## src/rtl/decode_stage_if.sv

```systemverilog
// Fetch/decode/execute handshake bundle for decode_stage.
// The slave side is the decode stage; the master side is its environment.
interface decode_stage_if;
   logic        in_valid;
   logic        in_ready;
   logic [31:0] in_instr;
   logic [31:0] in_pc;
   logic        out_valid;
   logic        out_ready;
   logic [31:0] out_pc;
   logic [31:0] out_imm;
   logic [6:0]  out_opcode;
   logic [2:0]  out_funct3;
   logic        out_funct7_b5;
   logic [3:0]  out_rd;
   logic        out_uses_rs1;
   logic        out_uses_rs2;
   logic        out_writes_rd;
   logic        out_illegal;
   logic [3:0]  read_loc_1;
   logic [3:0]  read_loc_2;
   logic        wb_valid;
   logic [3:0]  wb_loc;
   logic        flush;

   modport master (
      output in_valid, in_instr, in_pc, out_ready, wb_valid, wb_loc, flush,
      input  in_ready, out_valid, out_pc, out_imm, out_opcode, out_funct3,
             out_funct7_b5, out_rd, out_uses_rs1, out_uses_rs2, out_writes_rd,
             out_illegal, read_loc_1, read_loc_2
   );

   modport slave (
      input  in_valid, in_instr, in_pc, out_ready, wb_valid, wb_loc, flush,
      output in_ready, out_valid, out_pc, out_imm, out_opcode, out_funct3,
             out_funct7_b5, out_rd, out_uses_rs1, out_uses_rs2, out_writes_rd,
             out_illegal, read_loc_1, read_loc_2
   );
endinterface

```

## src/rtl/decode_stage.sv

```systemverilog
// RV32E decode stage: single-entry output register with a 16-entry pending-write
// scoreboard that stalls fetch on RAW/WAW hazards until writeback retires.
module decode_stage (
   input  logic          clock,
   input  logic          reset,
   decode_stage_if.slave bus
);
   localparam logic [6:0] OP_LUI    = 7'b0110111;
   localparam logic [6:0] OP_AUIPC  = 7'b0010111;
   localparam logic [6:0] OP_JAL    = 7'b1101111;
   localparam logic [6:0] OP_JALR   = 7'b1100111;
   localparam logic [6:0] OP_BRANCH = 7'b1100011;
   localparam logic [6:0] OP_LOAD   = 7'b0000011;
   localparam logic [6:0] OP_STORE  = 7'b0100011;
   localparam logic [6:0] OP_IMM    = 7'b0010011;
   localparam logic [6:0] OP_REG    = 7'b0110011;
   localparam logic [6:0] OP_SYSTEM = 7'b1110011;

   function automatic logic signed [31:0] imm_gen(input logic [31:0] ins);
      logic signed [31:0] imm;
      case (ins[6:0])
         OP_IMM, OP_LOAD, OP_JALR: imm = {{20{ins[31]}}, ins[31:20]};
         OP_STORE:                 imm = {{20{ins[31]}}, ins[31:25], ins[11:7]};
         OP_BRANCH:                imm = {{19{ins[31]}}, ins[31], ins[7], ins[30:25], ins[11:8], 1'b0};
         OP_LUI, OP_AUIPC:         imm = {ins[31:12], 12'b0};
         OP_JAL:                   imm = {{11{ins[31]}}, ins[31], ins[19:12], ins[20], ins[30:21], 1'b0};
         default:                  imm = '0;
      endcase
      return imm;
   endfunction

   logic [6:0]  opc;
   logic [4:0]  rs1_f, rs2_f, rd_f;
   logic        fmt_rs1, fmt_rs2, fmt_rd, known;
   logic        illegal_c, dec_rs1, dec_rs2, dec_rd;
   logic        hazard, in_ready_c, accept;

   logic               out_valid_q;
   logic [31:0]        pc_q;
   logic signed [31:0] imm_q;
   logic [6:0]         opcode_q;
   logic [2:0]         funct3_q;
   logic               f7b5_q;
   logic [3:0]         rd_q;
   logic               uses_rs1_q, uses_rs2_q, writes_rd_q, illegal_q;
   logic [3:0]         rloc1_q, rloc2_q;
   logic [15:0]        pending_q, pending_d;

   assign opc   = bus.in_instr[6:0];
   assign rd_f  = bus.in_instr[11:7];
   assign rs1_f = bus.in_instr[19:15];
   assign rs2_f = bus.in_instr[24:20];

   always_comb begin
      fmt_rs1 = 1'b0;
      fmt_rs2 = 1'b0;
      fmt_rd  = 1'b0;
      known   = 1'b1;
      case (opc)
         OP_IMM, OP_LOAD, OP_JALR, OP_SYSTEM: begin
            fmt_rs1 = 1'b1;
            fmt_rd  = 1'b1;
         end
         OP_STORE, OP_BRANCH: begin
            fmt_rs1 = 1'b1;
            fmt_rs2 = 1'b1;
         end
         OP_LUI, OP_AUIPC, OP_JAL: fmt_rd = 1'b1;
         OP_REG: begin
            fmt_rs1 = 1'b1;
            fmt_rs2 = 1'b1;
            fmt_rd  = 1'b1;
         end
         default: known = 1'b0;
      endcase
   end

   // RV32E has only x0-x15, so any referenced field with bit 4 set is illegal.
   assign illegal_c = !known || (opc[1:0] != 2'b11) ||
                      (fmt_rs1 && rs1_f[4]) || (fmt_rs2 && rs2_f[4]) || (fmt_rd && rd_f[4]);
   assign dec_rs1 = fmt_rs1 && !illegal_c;
   assign dec_rs2 = fmt_rs2 && !illegal_c;
   assign dec_rd  = fmt_rd && !illegal_c && (rd_f != 5'd0);

   // Uses registered pending only: a writeback in this cycle unblocks next cycle.
   assign hazard = bus.in_valid && ((dec_rs1 && pending_q[rs1_f[3:0]]) ||
                                    (dec_rs2 && pending_q[rs2_f[3:0]]) ||
                                    (dec_rd  && pending_q[rd_f[3:0]]));

   assign in_ready_c = !reset && (!out_valid_q || bus.out_ready) && !hazard && !bus.flush;
   assign accept     = bus.in_valid && in_ready_c;

   always_comb begin
      pending_d = pending_q;
      if (bus.wb_valid) pending_d[bus.wb_loc] = 1'b0;
      if (bus.flush && out_valid_q && writes_rd_q) pending_d[rd_q] = 1'b0;
      if (accept && dec_rd) pending_d[rd_f[3:0]] = 1'b1;
      pending_d[0] = 1'b0;
   end

   always_ff @(posedge clock) begin
      if (reset) begin
         out_valid_q <= 1'b0;
         pc_q        <= '0;
         imm_q       <= '0;
         opcode_q    <= '0;
         funct3_q    <= '0;
         f7b5_q      <= 1'b0;
         rd_q        <= '0;
         uses_rs1_q  <= 1'b0;
         uses_rs2_q  <= 1'b0;
         writes_rd_q <= 1'b0;
         illegal_q   <= 1'b0;
         rloc1_q     <= '0;
         rloc2_q     <= '0;
         pending_q   <= '0;
      end else begin
         pending_q <= pending_d;
         if (bus.flush) begin
            out_valid_q <= 1'b0;
         end else if (accept) begin
            out_valid_q <= 1'b1;
            pc_q        <= bus.in_pc;
            imm_q       <= imm_gen(bus.in_instr);
            opcode_q    <= opc;
            funct3_q    <= bus.in_instr[14:12];
            f7b5_q      <= bus.in_instr[30];
            rd_q        <= rd_f[3:0];
            uses_rs1_q  <= dec_rs1;
            uses_rs2_q  <= dec_rs2;
            writes_rd_q <= dec_rd;
            illegal_q   <= illegal_c;
            rloc1_q     <= rs1_f[3:0];
            rloc2_q     <= rs2_f[3:0];
         end else if (out_valid_q && bus.out_ready) begin
            out_valid_q <= 1'b0;
         end
      end
   end

   assign bus.in_ready      = in_ready_c;
   assign bus.out_valid     = out_valid_q;
   assign bus.out_pc        = pc_q;
   assign bus.out_imm       = imm_q;
   assign bus.out_opcode    = opcode_q;
   assign bus.out_funct3    = funct3_q;
   assign bus.out_funct7_b5 = f7b5_q;
   assign bus.out_rd        = rd_q;
   assign bus.out_uses_rs1  = uses_rs1_q;
   assign bus.out_uses_rs2  = uses_rs2_q;
   assign bus.out_writes_rd = writes_rd_q;
   assign bus.out_illegal   = illegal_q;
   assign bus.read_loc_1    = rloc1_q;
   assign bus.read_loc_2    = rloc2_q;
endmodule
```

## src/flat_wrapper.sv

```systemverilog
// flat-port wrapper written by rule: the top's interface ports become plain ports
module decode_stage_flat 
  (clock, reset, bus_in_valid, bus_in_instr, bus_in_pc, bus_out_ready, bus_wb_valid, bus_wb_loc, bus_flush, bus_in_ready, bus_out_valid, bus_out_pc, bus_out_imm, bus_out_opcode, bus_out_funct3, bus_out_funct7_b5, bus_out_rd, bus_out_uses_rs1, bus_out_uses_rs2, bus_out_writes_rd, bus_out_illegal, bus_read_loc_1, bus_read_loc_2);
  decode_stage_if bus_i ();
  input  logic clock;
  input  logic reset;
  input wire logic [$bits(bus_i.in_valid)-1:0] bus_in_valid;
  input wire logic [$bits(bus_i.in_instr)-1:0] bus_in_instr;
  input wire logic [$bits(bus_i.in_pc)-1:0] bus_in_pc;
  input wire logic [$bits(bus_i.out_ready)-1:0] bus_out_ready;
  input wire logic [$bits(bus_i.wb_valid)-1:0] bus_wb_valid;
  input wire logic [$bits(bus_i.wb_loc)-1:0] bus_wb_loc;
  input wire logic [$bits(bus_i.flush)-1:0] bus_flush;
  output wire logic [$bits(bus_i.in_ready)-1:0] bus_in_ready;
  output wire logic [$bits(bus_i.out_valid)-1:0] bus_out_valid;
  output wire logic [$bits(bus_i.out_pc)-1:0] bus_out_pc;
  output wire logic [$bits(bus_i.out_imm)-1:0] bus_out_imm;
  output wire logic [$bits(bus_i.out_opcode)-1:0] bus_out_opcode;
  output wire logic [$bits(bus_i.out_funct3)-1:0] bus_out_funct3;
  output wire logic [$bits(bus_i.out_funct7_b5)-1:0] bus_out_funct7_b5;
  output wire logic [$bits(bus_i.out_rd)-1:0] bus_out_rd;
  output wire logic [$bits(bus_i.out_uses_rs1)-1:0] bus_out_uses_rs1;
  output wire logic [$bits(bus_i.out_uses_rs2)-1:0] bus_out_uses_rs2;
  output wire logic [$bits(bus_i.out_writes_rd)-1:0] bus_out_writes_rd;
  output wire logic [$bits(bus_i.out_illegal)-1:0] bus_out_illegal;
  output wire logic [$bits(bus_i.read_loc_1)-1:0] bus_read_loc_1;
  output wire logic [$bits(bus_i.read_loc_2)-1:0] bus_read_loc_2;
  assign bus_i.in_valid = bus_in_valid;
  assign bus_i.in_instr = bus_in_instr;
  assign bus_i.in_pc = bus_in_pc;
  assign bus_i.out_ready = bus_out_ready;
  assign bus_i.wb_valid = bus_wb_valid;
  assign bus_i.wb_loc = bus_wb_loc;
  assign bus_i.flush = bus_flush;
  assign bus_in_ready = bus_i.in_ready;
  assign bus_out_valid = bus_i.out_valid;
  assign bus_out_pc = bus_i.out_pc;
  assign bus_out_imm = bus_i.out_imm;
  assign bus_out_opcode = bus_i.out_opcode;
  assign bus_out_funct3 = bus_i.out_funct3;
  assign bus_out_funct7_b5 = bus_i.out_funct7_b5;
  assign bus_out_rd = bus_i.out_rd;
  assign bus_out_uses_rs1 = bus_i.out_uses_rs1;
  assign bus_out_uses_rs2 = bus_i.out_uses_rs2;
  assign bus_out_writes_rd = bus_i.out_writes_rd;
  assign bus_out_illegal = bus_i.out_illegal;
  assign bus_read_loc_1 = bus_i.read_loc_1;
  assign bus_read_loc_2 = bus_i.read_loc_2;
  decode_stage u_core (.clock(clock), .reset(reset), .bus(bus_i));
endmodule
```

## config.mk

```make
export PLATFORM = sky130hd
export DESIGN_NAME = decode_stage_flat
export DESIGN_NICKNAME = d
export VERILOG_FILES = /design/src/rtl/decode_stage_if.sv /design/src/rtl/decode_stage.sv /design/src/flat_wrapper.sv
export SDC_FILE = /design/constraint.sdc
export NUM_CORES = 1
export LEC_CHECK = 0
export BUFFER_PORTS_ARGS = -buffer_cell sky130_fd_sc_hd__buf_2
export CAP_MARGIN = 0
export CORE_UTILIZATION = 55
export CTS_CLUSTER_DIAMETER = 40
export DETAILED_ROUTE_END_ITERATION = 10
export HOLD_SLACK_MARGIN = 0.02
export PLACE_DENSITY = 0.85
export SYNTH_ARGS = -nofsm -noshare
export SYNTH_HDL_FRONTEND = slang
export SYNTH_SLANG_ARGS = --single-unit
```

## constraint.sdc

```tcl
create_clock -name clock -period 4.65 [get_ports clock]
set_clock_uncertainty 0.05 [all_clocks]
set_input_delay 0.93 -clock clock [delete_from_list [all_inputs] [get_ports clock]]
set_output_delay 0.93 -clock clock [all_outputs]
set_load 0.01 [all_outputs]
```

==> metrics list <==
* Pint: 1.32 mW
- The first global-routing pass estimated 21000 um of wire.
- Worst max-slew margin expressed relative to the limit: 0.337
- In this run the count of I/O pins placed on the die edge is 167.
- Maximum root-to-sink buffer count: 2
- For this design, the CTS-stage hold fixing added 0 buffers.
- The core region is 9330 um2.
* Fraction of layout cells with a size suffix above 1: 0.380
- Total Routed Length: 13300 um
- Largest fanout on the critical path: 12
* Remaining global-route overflow: 0
- Port buffering added 166 buffers.
- Across the run, the number of max-cap violations was 0.
- Part of the power in the clock network: 0.333
- Power, Total: 1.77 mW
* Clk root buf: sky130_fd_sc_hd__clkbuf_8
* Die X: 100 um
- Buffer count from post-CTS setup fixing: 0
* Setup TNS: 0 ns
- Per-instance average area after synthesis: 10.2 um2
- STA puts the critical path data arrival time at 2.59 ns.
* Total Die Area: 10100 um2
- Maximum vdd ir drop: 0.000145 V
- Once detailed placement completed, the half-perimeter wirelength came to 9570 um.
- Routed WL per cell: 16.6 um
- Buffers inserted during clock tree synthesis total 9.
- Vias per inst: 5.61
* Clock tree from TritonCTS: built
* Setup repair after global routing missed its margin: no
* Pin count of the biggest net entering global routing: 112
- The initialized floorplan defines 35 standard-cell rows.
- Part of the Yosys area used for sequential elements: 0.403
* Starting density of the core: 0.570
- Setup violations remaining at the end of the flow were counted as 0.
- Counting the fill cells in the layout gives 766.
- By area the synthesized netlist is led by sky130_fd_sc_hd__dfxtp_1 (40%), sky130_fd_sc_hd__mux2_2 (12%), sky130_fd_sc_hd__mux2i_1 (8.8%).
- The worst register-to-register path has a setup slack of 2.11 ns.
* Count of instances resized after the clock tree is built: 0
- The min-delay analysis places its worst path in the category reg -> reg.
- Synthesis inferred 107 register bits.
- Of the available clock period, the critical path in the final layout requires 0.768.
- Clock-pin slew was measured on the worst setup and hold paths at 0.10 ns.
- Critical Path End Type: output port
- In the global route stage, overall resource usage came out at 0.264.
- For this design the static power due to leakage is 2.96 nW.
* Count of mapped cells out of synthesis: 523
* Fraction of power consumed by sequential logic: 0.542
* Achievable Freq: 0.280 GHz
- The number of global-route vias before repair came to 4386.
- The critical path goes through buf_2 > mux4_2 > a22oi_1 > o31ai_1 > nand4_1 > nand3_1 > a21boi_0 > buf_2.
* Cell with the most instances after synthesis: sky130_fd_sc_hd__dfxtp_1
- Worst-case reg-to-reg path depth: 7
- The number of antenna violations at the first check in global routing was 0.
- Of the total power, the share spent switching nets is 0.258.
- The most used flip-flop cell after synthesis is sky130_fd_sc_hd__dfxtp_1.
- Commonest cells in the synthesized netlist: sky130_fd_sc_hd__dfxtp_1 (107), sky130_fd_sc_hd__nor2b_1 (72), sky130_fd_sc_hd__mux2_2 (55)
* Number of sinks on the clock net: 107
* Count of TritonRoute iterations in the first routing pass: 5
- Data on the critical path is required at its endpoint by 3.67 ns.
* Overall via count from detail_route: 4491
- In this design, the stage delay of the slowest critical-path cell is 0.54 ns.
- The H-tree generated during clock tree synthesis spans 3 levels.
* Yosys warning count: 0
- Counting I/O delays and the setup requirement, the final critical path takes 3.57 ns.
- In this run the critical register-to-register path is launched from u_core.pending_q[5].
- At the pin with the least slew margin, the transition time is 0.995 ns.
- Library cell occupying the most area in the post-synthesis netlist: sky130_fd_sc_hd__dfxtp_1
* Number of flops mapped to enable cells by yosys: 0
- In this run the vertical extent of the chip is 100 um.
* Netlist area before placement: 5320 um2
- In this run the power spent charging and discharging nets is 457 uW.
* Post-route DRC: 0
- The worst hold path passes through 2 cells.
- The setup path with the least slack is of type in -> out.
* Number of nets with antenna violations after routing: 0
* Yosys cell types: 44
- Hold Startpoint: u_core.bus.out_imm[10]
- CP Launch Type: input port
- Area share of the leading cell type in the synthesized netlist: 0.403
- At the later pin of the worst-skew pair, clock insertion delay measures 0.37 ns.
* Most numerous cell on the critical path: sky130_fd_sc_hd__buf_2
- The endpoint identified for the worst register-to-register timing path is u_core.bus.out_pc[22].
- Initial detailed-routing violation count: 185
- Total number of nets in the final design: 740
- The number of antenna diodes in the final layout is 0.
* Outcome: finished clean
* Net count of the mapped netlist: 597
- Hold Crit Endpoint: u_core.bus.out_imm[10]
- Comb power frac: 0.125
* Final max-slew violation count: 0
- Slowest-stage cell, CP: sky130_fd_sc_hd__mux4_2
* Power density over the cells: 280 nW/um2
* RD Place Congestion: 0.883
- Of all flip-flops after synthesis, the portion carrying an async set or reset was 0.
- Number of endpoints with negative hold slack in the final report: 0
* Area Overhead vs Synth: 18.9%
-- routing by layer --
layer / vias up / share of wire / wire length, um / GRT usage
li1: 2153 / - / - / -
met3: 25 / 0.066 / 879 / 0.0487
met5: - / 0 / 0 / 0
met1: 2110 / 0.42 / 5550 / 0.314
met2: 203 / 0.49 / 6560 / 0.468
met4: 0 / 0.022 / 287 / 0.108
-- through the flow --
| stage | hold WS (ns) | instance area, um2 | util | setup WS, ns | instances |
|---|---|---|---|---|---|
| 6_report | 0.428 | 6330 | 0.678 | 1.08 | 800 |
| 5_1_grt | 0.453 | 6330 | 0.678 | 0.899 | 800 |
| 4_1_cts | 0.429 | 6330 | 0.678 | 1.08 | 800 |
| 3_5_place_dp | 0.413 | 6130 | 0.657 | 1.09 | 784 |
| 3_3_place_gp | 0.407 | 6130 | 0.657 | 1.14 | 784 |
| 2_1_floorplan | 0.446 | 5320 | - | 1.39 | 523 |
-- worst max-delay path: cells and delay by family --
kind	cells	cell delay, ns
AO/OA/AOI/OAI	3	0.48
AND/OR/NAND/NOR	2	0.24
buffers and inverters	2	0.39
multiplexers	1	0.54
-- layout make-up --
| type | instances | area [um2] | share of cell area |
|---|---|---|---|
| sequential | 107 | 2140 | 0.339 |
| multi-input combinational | 370 | 2920 | 0.462 |
| clock inverter | 5 | 60.1 | 0.00949 |
| clock buffer | 11 | 141 | 0.0223 |
| tap | 129 | 161 | 0.0255 |
| inverter | 9 | 33.8 | 0.00534 |
| timing repair buffer | 169 | 868 | 0.137 |
-- cells by family (layout without fill, tap and decap cells) --
group	count (synthesis)	in the layout	synth area share
AOI/OAI and AO/OA	74	74	0.0992
buffers and inverters	46	194	0.0487
DFF	107	107	0.403
muxes	111	111	0.243
and+or+nand+nor	185	185	0.207
-- power groups by stage --
| stage | Clock [mW] | Combinational (mW) | Sequential, mW |
|---|---|---|---|
| after floorplan | 0 | 0.122 | 0.995 |
| after global placement | 0 | 0.217 | 0.980 |
| after detailed placement | 0 | 0.221 | 0.982 |
| after CTS | 0.604 | 0.222 | 0.961 |
| after global routing | 0.636 | 0.240 | 0.965 |
| final | 0.591 | 0.222 | 0.961 |
-- layout by cell type, fill, tap and decap left out, types with 7 or more instances in the layout --
cell type                  Yosys  layout
sky130_fd_sc_hd__mux2i_1      47      47
sky130_fd_sc_hd__nand2_1      25      25
sky130_fd_sc_hd__nor2_1        7       7
sky130_fd_sc_hd__nor2b_1      72      72
sky130_fd_sc_hd__dfxtp_1     107     107
sky130_fd_sc_hd__a21oi_1      22      22
sky130_fd_sc_hd__nand2b_1     44      44
sky130_fd_sc_hd__inv_1         9       9
sky130_fd_sc_hd__o41ai_1      10      10
sky130_fd_sc_hd__mux2_2       55      55
sky130_fd_sc_hd__buf_2         9     165
sky130_fd_sc_hd__mux4_2        9       9
sky130_fd_sc_hd__o31ai_1       7       7
sky130_fd_sc_hd__clkbuf_8      0      10
sky130_fd_sc_hd__o221ai_1     12      12
-- worst max-delay path by stage --
stage / start / end / slack [ns]
after global routing: bus_in_instr[7] / bus_in_ready / 0.90
final: bus_in_instr[7] / bus_in_ready / 1.08
after detailed placement: bus_in_instr[7] / bus_in_ready / 1.09
after CTS: bus_in_instr[7] / bus_in_ready / 1.08
after floorplan: bus_in_instr[20] / bus_in_ready / 1.39
after global placement: bus_in_instr[7] / bus_in_ready / 1.14
-- sequential cells by signal, summed over array words and instances, names as in the netlist --
name	flops
u_core.bus.out_funct3	3
u_core.bus.out_funct7_b5	1
u_core.bus.out_illegal	1
u_core.bus.out_imm	32
u_core.bus.out_opcode	7
u_core.bus.out_pc	32
u_core.bus.out_rd	4
u_core.bus.out_uses_rs1	1
u_core.bus.out_uses_rs2	1
u_core.bus.out_valid	1
u_core.bus.out_writes_rd	1
u_core.bus.read_loc_1	4
u_core.bus.read_loc_2	4
u_core.pending_q	15
(Power assumes the default switching activity.)
